## config.mk

```make
export PLATFORM = sky130hd
export DESIGN_NAME = serial_adder
export DESIGN_NICKNAME = d
export VERILOG_FILES = /design/src/rtl/serial_adder.sv
export SDC_FILE = /design/constraint.sdc
export NUM_CORES = 1
export LEC_CHECK = 0
export ABC_AREA = 1
export BUFFER_PORTS_ARGS = -buffer_cell sky130_fd_sc_hd__clkbuf_2
export CAP_MARGIN = 20
export CORE_ASPECT_RATIO = 1.25
export CORE_MARGIN = 8
export CORE_UTILIZATION = 48
export DETAILED_ROUTE_END_ITERATION = 16
export GPL_TIMING_DRIVEN = 0
export PLACE_DENSITY_LB_ADDON = 0.15
export SLEW_MARGIN = 20
export SYNTH_ARGS = -nofsm -noshare
export SYNTH_HDL_FRONTEND = slang
export SYNTH_SLANG_ARGS = --single-unit
```

## constraint.sdc

```tcl
create_clock -name clk -period 1 [get_ports clk]
set_input_delay 0.05 -clock clk [delete_from_list [all_inputs] [get_ports clk]]
set_output_delay 0.05 -clock clk [all_outputs]
set_load 0.02 [all_outputs]
```

## src/rtl/serial_adder.sv

```systemverilog
// Bit-serial adder: adds two WIDTH-bit operands one bit per clock, LSB first.
// Define SERIAL_ADDER_SUB_EN to add the 'sub' port for a-b via two's complement.
module serial_adder #(
  parameter int WIDTH = 8
) (
  input  logic             clk,
  input  logic             rst,
  input  logic             start,
  input  logic [WIDTH-1:0] a,
  input  logic [WIDTH-1:0] b,
  input  logic             cin,
`ifdef SERIAL_ADDER_SUB_EN
  input  logic             sub,
`endif
  output logic             busy,
  output logic             done,
  output logic [WIDTH-1:0] sum,
  output logic             cout
);

  localparam int CW = $clog2(WIDTH) + 1;
  localparam logic [CW-1:0] LAST_BIT = CW'(WIDTH - 1);

  localparam logic [1:0] IDLE  = 2'd0;
  localparam logic [1:0] SHIFT = 2'd1;
  localparam logic [1:0] DONE  = 2'd2;

  logic [1:0]       state_q, state_d;
  logic [WIDTH-1:0] a_sr_q, a_sr_d;
  logic [WIDTH-1:0] b_sr_q, b_sr_d;
  logic [WIDTH-1:0] res_q, res_d;
  logic             carry_q, carry_d;
  logic [CW-1:0]    cnt_q, cnt_d;
  logic [WIDTH-1:0] sum_q, sum_d;
  logic             cout_q, cout_d;

  logic             sum_bit;
  logic             carry_out;
  logic [WIDTH-1:0] b_load;
  logic             carry_load;

  // Subtraction is a + ~b + 1, so only the loaded addend and carry differ.
  always_comb begin
`ifdef SERIAL_ADDER_SUB_EN
    b_load     = sub ? ~b : b;
    carry_load = sub ? 1'b1 : cin;
`else
    b_load     = b;
    carry_load = cin;
`endif
  end

  always_comb begin
    sum_bit   = a_sr_q[0] ^ b_sr_q[0] ^ carry_q;
    carry_out = (a_sr_q[0] & b_sr_q[0]) | (carry_q & (a_sr_q[0] ^ b_sr_q[0]));
  end

  always_comb begin
    state_d = state_q;
    a_sr_d  = a_sr_q;
    b_sr_d  = b_sr_q;
    res_d   = res_q;
    carry_d = carry_q;
    cnt_d   = cnt_q;
    sum_d   = sum_q;
    cout_d  = cout_q;

    case (state_q)
      IDLE, DONE: begin
        if (start) begin
          a_sr_d  = a;
          b_sr_d  = b_load;
          carry_d = carry_load;
          cnt_d   = '0;
          state_d = SHIFT;
        end else begin
          state_d = IDLE;
        end
      end
      SHIFT: begin
        res_d   = {sum_bit, res_q[WIDTH-1:1]};
        a_sr_d  = a_sr_q >> 1;
        b_sr_d  = b_sr_q >> 1;
        carry_d = carry_out;
        cnt_d   = cnt_q + CW'(1);
        // The final bit goes straight to the outputs so sum is valid with done.
        if (cnt_q == LAST_BIT) begin
          sum_d   = {sum_bit, res_q[WIDTH-1:1]};
          cout_d  = carry_out;
          state_d = DONE;
        end
      end
      default: state_d = IDLE;
    endcase
  end

  always_ff @(posedge clk or posedge rst) begin
    if (rst) begin
      state_q <= IDLE;
      a_sr_q  <= '0;
      b_sr_q  <= '0;
      res_q   <= '0;
      carry_q <= 1'b0;
      cnt_q   <= '0;
      sum_q   <= '0;
      cout_q  <= 1'b0;
    end else begin
      state_q <= state_d;
      a_sr_q  <= a_sr_d;
      b_sr_q  <= b_sr_d;
      res_q   <= res_d;
      carry_q <= carry_d;
      cnt_q   <= cnt_d;
      sum_q   <= sum_d;
      cout_q  <= cout_d;
    end
  end

  assign busy = (state_q == SHIFT);
  assign done = (state_q == DONE);
  assign sum  = sum_q;
  assign cout = cout_q;

endmodule
```

==> flow_summary.ini, run 1 <==
[power_and_ir_drop]
share_seq_of_total_power_pct = 31.8
switching_share_pct = 41.66
power_uw = 9166
p_int_uw = 5347
cellPowerDensity_mw_per_mm2 = 3441
p_sw_uw = 3818
p_leak_uw = 0.001460
combPwrFrac_pct = 55.4
pwr-share-clk_pct = 12.8
vdd_drop_max_v = 0.002624

[die]
start_util_pct = 50.04
core_mm2 = 0.003483
die_area_mm2 = 0.005827
die_height_um = 83.37
die_w_um = 69.90
io-pin-count = 31
rows = 24

[critical_path]
cp.required_ns = 1.18
critical_path_arrival_ns = 1.38
cp-startpoint = state_q[0]
cpMaxStageDelayCell = dfrtp_2
cp_max_fo = 5
path_class = register to register
r2r-start = state_q[0]
critPathTopFamily = buffers and inverters
crit_path_cell_trace = inv_2, nor2_4, buf_6, buf_6, buf_6, nand2_1, o21ai_1
crit_path_end_kind = register
startpoint_type = register
crit_top_cell = buf_6
critical_path_buf_inv_count = 4
cpPeakStageDelay_ns = 0.44

[final_layout]
fin_nets = 310
drive_gt1_share_pct = 43.60
fin_cells = 328
syn2layout_area_growth_pct = 52.84
antenna_cells = 0

[route]
routed_wl_um = 4953
vias = 1604
viasPerCell = 4.890
post_drt_wl_per_cell_um = 15.10
drc = 0
ant_nets = 0
firstDrtPassIters = 4
drt_iter0_markers = 86

[sta]
slew_violations = 0
setup_viol = 41
setup_ws_ns = -0.1976
fin_skew_ns = 0.004268
maxSlewHeadroom_pct = 74.10
hold_viol_final = 0
setup_tns_ns = -6.281
fmax_mhz = 835.0
holdWs_ns = 0.03335
timing.final.crit_share_pct = 119.8
min_period_ns = 1.198
rsz0062_at_grt = true
tightest_slew_ns = 0.3879

[synth]
synth_cells = 222
yosys-top-cells-area = dfrtp_1 56%, nand2_1 29%, inv_1 4.5%, buf_4 1.7%, fa_1 1.1%
synth.avg_cell_area_um2 = 7.851
synthTopCellsByCount = 136 x nand2_1, 39 x dfrtp_1, 21 x inv_1, 4 x buf_4, 4 x nand3_1
synth_top_cell_area_share_pct = 55.99
yosysTopAreaCell = dfrtp_1
ys_async_sr_fraction_pct = 100.0
syn_nets = 244
synth_edf_count = 0
seq_area_frac_synth_pct = 55.99
ys.flop_type = dfrtp_1
yosysWarnings = 0
netlist_area_mm2 = 0.001743
synth.distinct_cells = 17
ys_ff_latch = 39
yosysMostFrequentCell = nand2_1

[clocking]
cts.path.max_buffers = 2
clock_latency_ns = 0.29
cts_tree = done
numCtsBuffers = 5
cts_root_buffer = clkbuf_8
path_clk_slew_ns = 0.08
htree_levels = 2
cts.sinks = 39

[placement]
dp.cells = 292
hpwl_um = 2487
io_buffer_count = 30
pre_cts_ws_ns = -0.2282
gp_congestion = 0.7232

[worst_hold_path]
hold_class = primary input to register
min-delay-start = b[6]

[run_status]
violations = setup timing
status = finished, violations left

[grt]
grt_use_total_pct = 15.79
gr-total-overflow = 0
grt_pass1_wl_um = 7541
grt_pass1_vias = 1662
antenna_found_initial = 0
grt_start_max_net_pins = 25

[flow_run]
drv_cap = 0
[what timing repair did]
action / CTS / global route
hold buffers: 3 / 0
buffers inserted: 11 / 6
setup endpoints to repair: 40 / 41
pin swaps: 21 / 24
gates cloned: 5 / 3
endpoints found under the hold margin: 17 / 0
resized for setup: 49 / 44
[stage by stage]
step                      util [%]  instance area, µm²
after floorplan                  -                1778
after global placement       56.75                1977
after detailed placement     57.54                2004
after CTS                    70.73                2464
after global routing         76.47                2664
final                        76.47                2664
[layout make-up]
type	instances	area [µm²]
clock buffer	8	100.1
sequential	39	977.2
tap	39	48.80
multi-input combinational	158	882.1
fill	250	819.5
inverter	22	85.08
buffer	5	60.06
timing repair buffer	57	510.5
[routing by layer]
metal | track usage (%) | up-vias | share of wire (%)
met3 | 4.405 | 17 | 4.2
met2 | 29.31 | 42 | 54
li1 | - | 792 | -
met4 | 6.960 | 0 | 4.0
met5 | 0 | - | 0
met1 | 15.69 | 753 | 38
[layout by cell type (no fill, tap or decap), types with 3 or more instances in the layout]
cell type,Yosys,routed
clkbuf_2,0,28
nand2_2,2,29
nand2_4,0,8
clkbuf_8,0,7
dfrtp_1,39,38
buf_8,0,5
inv_1,21,16
dlygate4sd3_1,0,3
inv_2,1,5
nor2_4,1,7
buf_6,1,16
buf_4,4,6
nand2_1,136,101
[power by group through the flow]
| stage | clock network [µW] | logic, µW | registers, µW |
|---|---|---|---|
| final | 1170 | 5080 | 2920 |
| after global routing | 1240 | 5520 | 2990 |
| after CTS | 1180 | 4200 | 2820 |
| after detailed placement | 0 | 2800 | 2800 |
| after global placement | 0 | 2710 | 2790 |
| after floorplan | 0 | 1900 | 2940 |
[worst reg2reg max path, stage by stage, from the launching register on]
cell and delay (ns):
dfrtp_2 0.44, inv_2 0.10, nor2_4 0.05, buf_6 0.13, buf_6 0.12, buf_6 0.13, nand2_1 0.07, o21ai_1 0.06
[sequential cells by signal (all words and copies together) (netlist names)]
name     flops
a_sr_q       8
b_sr_q       8
sum          8
res_q        7
cnt_q        4
state_q      2
carry_q      1
cout         1
[logic make-up (layout without fill, tap and decap cells)]
| group | Yosys count | after routing | synth area share [%] |
|---|---|---|---|
| AOI/OAI and AO/OA | 4 | 4 | 1.148 |
| buffers and inverters | 27 | 92 | 7.107 |
| and+or+nand+nor | 150 | 152 | 33.88 |
| adders and majority gates | 2 | 2 | 1.866 |
| DFF | 39 | 39 | 55.99 |
[worst paths after layout]
check / end / cells after the start / slack, ns
worst max-delay path: res_q[7] / 7 / -0.20
worst min-delay path: b_sr_q[6] / 5 / 0.03
worst max register to register: res_q[7] / 7 / -0.20
worst min register to register: sum[4] / 2 / 0.47
max in group asynchronous: state_q[0] / 4 / 0.27
min in group asynchronous: sum[7] / 3 / 0.27
Note: power is estimated with default switching activity, not from simulation.
==> run 2, diff against run 1 <==
Settings changed: CELL_PAD_IN_SITES_DETAIL_PLACEMENT set to 1, CELL_PAD_IN_SITES_GLOBAL_PLACEMENT set to 2, CORE_UTILIZATION 48 to 28.
==> run 2 against run 1 <==
Against the previous run: total power down 11%; largest power group unchanged; non-clock buffer count down 6; largest cell class unchanged; critical path type is now register to primary output; critical path depth down 3; core utilization down 35 points; via count down 4.5%; global-route usage down 4.9 points; the run still ends with setup timing left; setup slack better by 0.016 ns; flip-flop and latch count unchanged; first-iteration DRC count down 60%; final cell count up 12%; sequential share of layout area up 1.9 points; highest routed layer unchanged.
==> flow_summary.ini, run 2 (synthesized netlist as in run 1, its figures left out) <==
[worst_hold_path]
hold_class = primary input to register

[route]
vias = 1532
drt_iter0_markers = 34
post_drt_wl_per_cell_um = 12.45
viasPerCell = 4.186
ant_nets = 0
routed_wl_um = 4557
drc = 0
firstDrtPassIters = 4

[power_and_ir_drop]
cellPowerDensity_mw_per_mm2 = 3229
vdd_drop_max_v = 0.0008889
p_leak_uw = 0.001384

[die]
rows = 32
die_height_um = 104.2
start_util_pct = 28.64
die_w_um = 86.57
die_area_mm2 = 0.009021
io-pin-count = 31
core_mm2 = 0.006086

[final_layout]
num-fill-cells = 757
drive_gt1_share_pct = 35.59
syn2layout_area_growth_pct = 45.44
fin_nets = 303
area.sequential_um2 = 977.2
multi_input_area_um2 = 813.3
final_common_cell = nand2_1
fin_cells = 366
final_cell_mix = 113 x nand2_1, 38 x dfrtp_1, 28 x clkbuf_2
antenna_cells = 0

[flow_run]
drv_cap = 0

[grt]
grt_pass1_vias = 1634
grt_start_max_net_pins = 24
gr-total-overflow = 0
grt_pass1_wl_um = 7755
grt_use_total_pct = 10.90
antenna_found_initial = 0

[placement]
hpwl_um = 2942
pre_cts_ws_ns = -0.2818
io_buffer_count = 30
dp.cells = 338
gp_congestion = 0.6841

[critical_path]
path_class = register to primary output
r2r-start = state_q[0]
crit_path_end_kind = primary output
critical_path_arrival_ns = 1.13
worstReg2RegEnd = cnt_q[3]
startpoint_type = register
crit_end = busy
cp.required_ns = 0.95
cp-startpoint = state_q[0]
r2r_slack_ns = -0.18
cp_max_fo = 4
reg2reg_depth = 7

[run_status]
violations = setup timing
status = finished, violations left

[clocking]
htree_levels = 2
cts.sinks = 39
cts_tree = done
clock_latency_ns = 0.28
cts_root_buffer = clkbuf_8
numCtsBuffers = 5
path_clk_slew_ns = 0.07
cts.path.max_buffers = 2

[sta]
hold_viol_final = 0
slew_violations = 0
fmax_mhz = 846.4
rsz0062_at_grt = true
maxSlewHeadroom_pct = 73.34
timing.final.crit_share_pct = 118.1
setup_viol = 39
min_period_ns = 1.181
fin_skew_ns = 0.003988
setup_ws_ns = -0.1814
tightest_slew_ns = 0.3994
==> run 2: cell types whose count changed in the layout (fill, tap and decap cells not counted), sizes merged <==
cell / change
buf: -7
nand2: -1
==> run 2: cell type report <==
| type | instances | area share [%] |
|---|---|---|
| inverter | 22 | 3.455 |
| tap | 85 | 4.195 |
| clock buffer | 7 | 3.011 |
| sequential | 39 | 38.55 |
| multi-input combinational | 157 | 32.08 |
| buffer | 5 | 2.813 |
| timing repair buffer | 51 | 15.89 |
==> run 2: through the flow <==
stage | utilization, % | hold WS (ns) | instance area, µm² | TNS [ns] | total power, µW
5_1_grt | 41.65 | 0.04715 | 2535 | -7.602 | 8938
6_report | 41.65 | 0.03426 | 2535 | -5.065 | 8185
3_3_place_gp | 33.43 | 0.2534 | 2034 | -31.23 | 5618
2_1_floorplan | - | 0.1666 | 1778 | -1.499 | 4840
3_5_place_dp | 33.76 | 0.04931 | 2054 | -8.324 | 5708
4_1_cts | 38.90 | 0.03134 | 2367 | -5.213 | 7602
==> run 2: layer usage <==
metal	part of all wire [%]	up-vias	track usage [%]
met5	0	-	0
met4	1.3	0	3.704
met3	4.5	6	3.241
met2	53	25	19.05
met1	41	730	12.05
li1	-	771	-
==> run 2: power by group <==
group	internal (µW)	total (µW)	switching, µW
Sequential	2300	2860	561
Combinational	2040	4330	2290
Clock	481	998	518
Total	4820	8180	3370
==> run 2: worst min path at each step <==
stage | start | endpoint | slack (ns) | depth (start not counted)
2_1_floorplan | a[7] | a_sr_q[7] | 0.17 | 2
3_3_place_gp | a[7] | a_sr_q[7] | 0.25 | 3
3_5_place_dp | rst | sum[5] | 0.05 | 2
4_1_cts | b[6] | b_sr_q[6] | 0.03 | 5
5_1_grt | a[2] | a_sr_q[2] | 0.05 | 5
6_report | a[5] | a_sr_q[5] | 0.03 | 5
==> run 2: critical path: stages (launching register included) <==
cell,delay (ns)
dfrtp_2,0.44
inv_2,0.10
nor2_4,0.04
buf_6,0.12
clkbuf_8,0.14
==> run 2: what timing repair did <==
action / CTS / global route
gates resized for setup: 31 / 31
endpoints found under the setup margin: 40 / 39
hold buffers: 3 / 0
endpoints found under the hold margin: 18 / 0
pin swaps: 17 / 9
buffers inserted: 9 / 6
gates cloned: 2 / 1
==> run 3, diff against run 2 <==
Settings changed: PLACE_DENSITY_LB_ADDON 0.15 to 0.05.
==> run 3 against run 2 <==
Against the previous run: critical endpoint unchanged; largest cell class unchanged; final area is 6.0% higher; critical path type unchanged; register-to-register slack about the same; global-route usage is essentially flat; the flow still finishes with violations (setup timing); clock power increased by 38%.
==> flow_summary.ini, run 3 (synthesized netlist as in run 1, its figures left out) <==
[run_status]
status = finished, violations left
violations = setup timing

[route]
drt_iter0_markers = 51
drc = 0
post_drt_wl_per_cell_um = 12.63
viasPerCell = 4.124
routed_wl_um = 4674
vias = 1526
ant_nets = 0
firstDrtPassIters = 3

[sta]
slew_violations = 0
fin_skew_ns = 0.007928
timing.final.crit_share_pct = 119.5
tightest_slew_ns = 0.3003
setup_ws_ns = -0.1950
setup_viol = 39
fmax_mhz = 836.8
maxSlewHeadroom_pct = 79.95
hold_viol_final = 0
rsz0062_at_grt = true
min_period_ns = 1.195

[final_layout]
fin_nets = 306
final_common_cell = nand2_1
antenna_cells = 0
fin_util_pct = 44.14
drive_gt1_share_pct = 42.11
final_cell_mix = 105 x nand2_1, 38 x dfrtp_1, 28 x clkbuf_2
fin_cells = 370
syn2layout_area_growth_pct = 54.13

[critical_path]
r2r-start = state_q[1]
crit_path_end_kind = primary output
critical_path_arrival_ns = 1.15
cp_max_fo = 3
cp.required_ns = 0.95
r2r_slack_ns = -0.18
startpoint_type = register
path_class = register to primary output
worstReg2RegEnd = sum[1]
reg2reg_depth = 7

[grt]
grt_pass1_wl_um = 7748
antenna_found_initial = 0
grt_use_total_pct = 10.85
grt_start_max_net_pins = 28
gr-total-overflow = 0
grt_pass1_vias = 1653

[worst_hold_path]
whs_endpoint = a_sr_q[5]
hold_path_depth = 5
hold_class = primary input to register
min-delay-start = a[5]

[clocking]
cts_root_buffer = clkbuf_8
numCtsBuffers = 5
cts.path.max_buffers = 2
cts.sinks = 39
path_clk_slew_ns = 0.08
clock_latency_ns = 0.29
cts_tree = done
htree_levels = 2

[placement]
dp.cells = 338
hpwl_um = 3030
gp_congestion = 0.7179
pre_cts_ws_ns = -0.3036
io_buffer_count = 30

[die]
io-pin-count = 31
die_height_um = 104.2
die_w_um = 86.57
rows = 32
start_util_pct = 28.64
core_mm2 = 0.006086
die_area_mm2 = 0.009021

[power_and_ir_drop]
cellPowerDensity_mw_per_mm2 = 3360
vdd_drop_max_v = 0.001028
p_leak_uw = 0.001456
power_uw = 9026

[flow_run]
drv_cap = 0
run 3: timing repair:
item,in CTS,in global routing
pin swaps,6,20
resized for setup,26,53
setup buffers,14,4
gates cloned,2,2
hold endpoints to repair,41,0
hold buffers,3,0
setup endpoints to repair,40,41
run 3: how the worst max path moves through the flow:
stage,to,from,depth (start not counted),slack [ns]
finish,busy,state_q[0],4,-0.20
detailed placement,cout,state_q[0],5,-0.30
global route,sum[1],state_q[1],7,-0.29
floorplan,carry_q,carry_q,5,-0.11
global placement,state_q[0],rst,2,-0.79
CTS,busy,state_q[0],4,-0.21
run 3: metal layers:
metal | global-route usage, % | wire length, µm
met4 | 3.704 | 50
met5 | 0 | 0
met3 | 2.767 | 119
met1 | 12.10 | 2012
met2 | 19.16 | 2491
run 3: through the flow:
step	hold WS, ns	instance area [µm²]	setup TNS [ns]
2_1_floorplan	0.1666	1778	-1.499
3_3_place_gp	0.2529	2034	-33.71
3_5_place_dp	0.001427	2054	-8.130
4_1_cts	0.02863	2446	-6.144
5_1_grt	0.06188	2686	-8.392
6_report	0.03047	2686	-5.739
run 3: power breakdown:
| part | total [µW] | internal, µW | switching, µW |
|---|---|---|---|
| sequential | 2870 | 2300 | 575 |
| clock | 1380 | 808 | 572 |
| combinational | 4770 | 2340 | 2430 |
| total | 9030 | 5450 | 3580 |
run 3: layout make-up:
| class | instances | area (µm²) |
|---|---|---|
| fillers | 739 | 3400 |
| flip-flops and latches | 39 | 977.2 |
| multi-input cells | 156 | 845.8 |
| repair buffers | 55 | 488.0 |
| well taps | 85 | 106.4 |
| inverters | 22 | 87.58 |
| clock buffers | 6 | 82.58 |
| plain buffers | 5 | 63.81 |
| clock inverters | 2 | 35.03 |
run 3: critical path, stage by stage (launching register included):
cell     delay [ns]
dfrtp_2        0.41
inv_2          0.07
nor2_4         0.14
buf_6          0.13
buf_8          0.10
